<file path="config.mk">
export PLATFORM = sky130hd
export DESIGN_NAME = pack_rq_stream
export DESIGN_NICKNAME = d
export VERILOG_FILES = /design/src/rtl/pack_rq_stream.sv
export SDC_FILE = /design/constraint.sdc
export NUM_CORES = 1
export LEC_CHECK = 0
export CAP_MARGIN = 30
export CORE_AREA = 2 2 67 132
export CTS_CLUSTER_DIAMETER = 40
export CTS_CLUSTER_SIZE = 40
export DETAILED_ROUTE_END_ITERATION = 6
export DIE_AREA = 0 0 69 134
export PLACE_DENSITY = 0.63
export SYNTH_ARGS = -nofsm -noshare
export SYNTH_HDL_FRONTEND = slang
export SYNTH_SLANG_ARGS = --single-unit
</file>
<file path="constraint.sdc">
create_clock -name clk -period 5.77 [get_ports clk]
set_clock_uncertainty 0.15 [all_clocks]
set_input_delay 0.577 -clock clk [delete_from_list [all_inputs] [get_ports clk]]
set_output_delay 0.577 -clock clk [all_outputs]
set_load 0.05 [all_outputs]
</file>
<file path="src/rtl/pack_rq_stream.sv">
`default_nettype none
// ============================================================================
//  Module      : pack_rq_stream
//  Description : Streaming packer for Rq polynomials. Takes one COEF_W-bit
//                coefficient per handshake and emits an LSB-first packed
//                byte stream; the final (zero-padded) byte of each frame is
//                flagged with out_last.
//                Optional macro PACK_RQ_BITREV_EN: bit-reverse each output
//                byte (MSB-first on-wire order).
//  Revision    : 1.0 - initial release
// ============================================================================
module pack_rq_stream #(
    parameter int COEF_W = 13,
    parameter int N_COEF = 700,
    parameter int BYTE_W = 8
) (
    input  logic              clk,
    input  logic              rst_n,
    input  logic              clear,
    input  logic              in_valid,
    output logic              in_ready,
    input  logic [COEF_W-1:0] in_coef,
    output logic              out_valid,
    input  logic              out_ready,
    output logic [BYTE_W-1:0] out_data,
    output logic              out_last,
    output logic              busy
);

    // The accumulator never holds more than BYTE_W-1 leftover bits plus one coefficient.
    localparam int c_ACC_W  = COEF_W + BYTE_W - 1;
    localparam int c_BCNT_W = $clog2(c_ACC_W + 1);
    localparam int c_CCNT_W = $clog2(N_COEF + 1);

    localparam logic [c_BCNT_W-1:0] c_BYTE_BITS   = c_BCNT_W'(BYTE_W);
    localparam logic [c_BCNT_W-1:0] c_COEF_BITS   = c_BCNT_W'(COEF_W);
    localparam logic [c_CCNT_W-1:0] c_FRAME_COEFS = c_CCNT_W'(N_COEF);
    localparam logic [c_CCNT_W-1:0] c_COEF_ONE    = c_CCNT_W'(1);

    logic [c_ACC_W-1:0]  r_acc;
    logic [c_BCNT_W-1:0] r_bit_cnt;
    logic [c_CCNT_W-1:0] r_coef_cnt;

    logic                w_frame_full;
    logic                w_has_bits;
    logic                w_byte_ready;
    logic                w_pop;
    logic                w_push;
    logic [c_ACC_W-1:0]  w_acc_popped;
    logic [c_ACC_W-1:0]  w_acc_next;
    logic [c_BCNT_W-1:0] w_cnt_popped;
    logic [c_BCNT_W-1:0] w_cnt_next;
    logic [c_CCNT_W-1:0] w_coef_next;

    // All handshake outputs decode the state registers only, so there is no
    // combinational path from in_* to out_* or from ready to valid.
    assign w_frame_full = (r_coef_cnt == c_FRAME_COEFS);
    assign w_has_bits   = (r_bit_cnt != '0);
    assign w_byte_ready = (r_bit_cnt >= c_BYTE_BITS);

    assign in_ready  = !w_byte_ready && !w_frame_full;
    assign out_valid = w_byte_ready || (w_frame_full && w_has_bits);
    assign out_last  = out_valid && w_frame_full && (r_bit_cnt <= c_BYTE_BITS);
    assign busy      = (r_coef_cnt != '0) || w_has_bits;

    assign w_pop  = out_valid && out_ready;
    assign w_push = in_valid && in_ready;

    // Next-state datapath: drain one symbol first, then append the new
    // coefficient directly above whatever bits remain.
    always_comb begin
        w_acc_popped = r_acc;
        w_cnt_popped = r_bit_cnt;
        if (w_pop) begin
            w_acc_popped = r_acc >> BYTE_W;
            w_cnt_popped = w_byte_ready ? (r_bit_cnt - c_BYTE_BITS) : '0;
        end

        w_acc_next  = w_acc_popped;
        w_cnt_next  = w_cnt_popped;
        w_coef_next = r_coef_cnt;
        if (w_push) begin
            // Push only happens with fewer than BYTE_W bits left, so the
            // shifted coefficient always fits in the accumulator.
            w_acc_next  = w_acc_popped | (c_ACC_W'(in_coef) << w_cnt_popped);
            w_cnt_next  = w_cnt_popped + c_COEF_BITS;
            w_coef_next = r_coef_cnt + c_COEF_ONE;
        end

        // Handing over the last byte closes the frame; push cannot coincide
        // because in_ready is low while the frame is full.
        if (w_pop && out_last) begin
            w_coef_next = '0;
        end
    end

    // State registers: async reset, synchronous frame abort via clear.
    always_ff @(posedge clk or negedge rst_n) begin
        if (!rst_n) begin
            r_acc      <= '0;
            r_bit_cnt  <= '0;
            r_coef_cnt <= '0;
        end else if (clear) begin
            r_acc      <= '0;
            r_bit_cnt  <= '0;
            r_coef_cnt <= '0;
        end else begin
            r_acc      <= w_acc_next;
            r_bit_cnt  <= w_cnt_next;
            r_coef_cnt <= w_coef_next;
        end
    end

`ifdef PACK_RQ_BITREV_EN
    // MSB-first on-wire convention: mirror the low symbol of the accumulator.
    for (genvar j = 0; j < BYTE_W; j++) begin : g_bitrev
        assign out_data[BYTE_W-1-j] = r_acc[j];
    end
`else
    // Natural LSB-first order; bits above bit_cnt are always zero, which
    // provides the padding of the final byte.
    assign out_data = r_acc[BYTE_W-1:0];
`endif

endmodule
`default_nettype wire
</file>
==> flow_summary.ini <==
[layout]
diodes = 0
final_area_um2 = 3270
drive_gt1_frac = 0.0948
area_delta_synth_final_pct = 16.1
fin_nets = 368

[global_route]
antenna_found_initial = 0
grt_max_degree = 36
grt_pass1_wl_um = 15300
grt_use_total = 0.213
grt_pass1_vias = 2815
grt_remaining_overflow = 0

[cts]
cts_resized = 0
cts_tree = yes
clock-sinks = 35
cts_setup_buffers = 0
hold_buffers = 0
clk_latency_ns = 0.29
cts_buffer_depth = 2
clockRootBuffer = clkbuf_16
h-tree-depth = 2
cts_buffers = 5
path_clk_slew_ns = 0.06

[synth]
synthArstFlopShare = 1.00
syn_nets = 354
synthCells = 333
synth.area.top_cells = dfrtp_1 31%, mux2i_1 7.5%, a21oi_1 3.9%
yosysWarnings = 0
synthMostInstantiatedCell = dfrtp_1
synth_area_leader_cell = dfrtp_1
synth_edf_count = 0
synth_cell_types = 64
synth-seq-area-share = 0.311
synth_seq_cells = 35
avgSynthCellArea_um2 = 8.45
synthFlopType = dfrtp_1
syn-cell-area_um2 = 2810
yosysTopAreaCellShare = 0.311
synthTopCellsByCount = 35 x dfrtp_1, 23 x nand2_1, 23 x nor2_1

[critical_path]
critPathMaxFanout = 19
cp_data_arrival_time_ns = 2.92
rr_startpoint = r_coef_cnt[0]
rrSetupSlack_ns = 2.44
end_kind = output port
cp.required_ns = 5.04
critical_path_class = reg2out
timing.rr.end = r_acc[11]
r2r_cells = 7
startpoint_type = flip-flop

[floorplan]
start_util = 0.342
die_x_um = 69
die_area_um2 = 9250
boundaryPins = 30
core.rowCount = 47
die_h_um = 134
design.core.area_um2 = 8230

[detailed_routing]
post_drt_wl_per_cell_um = 21.5
ant_nets = 0
firstDrtPassIters = 5
drc_errors = 0
wl_um = 9570
vias = 2792
drt_first_iter_violations = 241
via_per_inst = 6.26

[sta]
fin_crit_ns = 3.65
rsz0062_at_grt = no
setup-tns-final_ns = 0
finalSetupViolCount = 0
relSlewSlack = 0.451
max_freq_mhz = 274
hold_viol_final = 0
maxSlewViolCount = 0
worst_pin_slew_ns = 0.823
finalCritPeriodShare = 0.633

[power_and_ir_drop]
power_density_nw_per_um2 = 309
total_power_uw = 1010
p_leak_uw = 0.00126
peakVddDrop_mv = 0.188

[place]
routabilityCongestion = 0.984
dpl.hpwl_um = 6950
place.port_buffers = 29
dpl-instance-area_um2 = 3120

[worst_hold_path]
hp-class = in2async

[run]
maxCapViolations = 0

[outcome]
status = finished, final reports clean
per-stage QoR:
stage	worst slack, ns	hold slack (ns)	std cells	utilization
floorplan	2.68	0.131	333	-
global placement	2.39	0.336	435	0.377
detailed placement	2.32	0.328	438	0.379
CTS	2.15	0.280	446	0.397
global route	1.97	0.311	446	0.397
finish	2.12	0.243	446	0.397
placed cells by master, fill, tap and decap left out, types with 4 or more instances in the layout:
| cell | count |
|---|---|
| a21oi_1 | 22 |
| a31oi_1 | 9 |
| and2_1 | 4 |
| and3_1 | 4 |
| buf_4 | 4 |
| clkbuf_16 | 5 |
| clkdlybuf4s50_1 | 28 |
| dfrtp_1 | 35 |
| inv_1 | 11 |
| mux2_2 | 5 |
| mux2i_1 | 21 |
| nand2_1 | 23 |
| nand2b_1 | 6 |
| nand3_1 | 15 |
| nand4_1 | 10 |
| nor2_1 | 23 |
| nor2b_1 | 5 |
| nor3_1 | 9 |
| o211ai_1 | 5 |
| o21ai_0 | 22 |
| o31ai_1 | 5 |
| xnor2_1 | 4 |
layer usage:
layer / wire length [um] / up-vias / track usage / share of wire
met4: 579 / 0 / 0.142 / 0.060
met3: 426 / 36 / 0.0270 / 0.045
li1: - / 1279 / - / -
met1: 3480 / 1340 / 0.232 / 0.36
met2: 5080 / 137 / 0.379 / 0.53
met5: 0 / - / 0 / 0
kinds of logic after synthesis:
kind of cell | after synthesis | share of synthesized area
xor gates and xnor gates | 7 | 0.0218
AOI/OAI and AO/OA | 99 | 0.241
DFF | 35 | 0.311
buffers and inverters | 41 | 0.0689
adders and majority gates | 3 | 0.0133
muxes | 28 | 0.111
and+or+nand+nor | 120 | 0.233
where the power goes:
| group | leakage (uW) | switching (uW) | internal [uW] | total (uW) |
|---|---|---|---|---|
| clock network | 0.0000669 | 106 | 159 | 265 |
| logic | 0.000718 | 274 | 157 | 431 |
| registers | 0.000475 | 35.9 | 276 | 312 |
cell type report:
type / count / area (um^2)
fill: 850 / 4970
multi-input combinational: 257 / 1740
clock buffer: 6 / 129
tap: 98 / 123
clock inverter: 2 / 12.5
sequential: 35 / 876
timing repair buffer: 36 / 337
inverter: 12 / 45.0
worst max path at each step:
stage / from / endpoint / cells after the start
final: r_bit_cnt[2] / out_last / 4
after global routing: r_coef_cnt[0] / out_last / 6
after CTS: r_bit_cnt[2] / out_last / 4
after detailed placement: out_ready / r_acc[11] / 7
after global placement: out_ready / r_acc[11] / 7
after floorplan: r_coef_cnt[0] / out_valid / 5
flip-flops by register name, indices dropped and copies added, names as in the netlist:
signal      cells
r_bit_cnt       5
r_coef_cnt     10
r_acc          20
critical path, stage by stage, from the launching register on:
cell and delay (ns):
dfrtp_1 0.64, nor3_2 0.73, xor2_1 0.22, nor3_1 0.21, clkdlybuf4s50_1 0.83
Note: power is estimated with default switching activity, not from simulation.
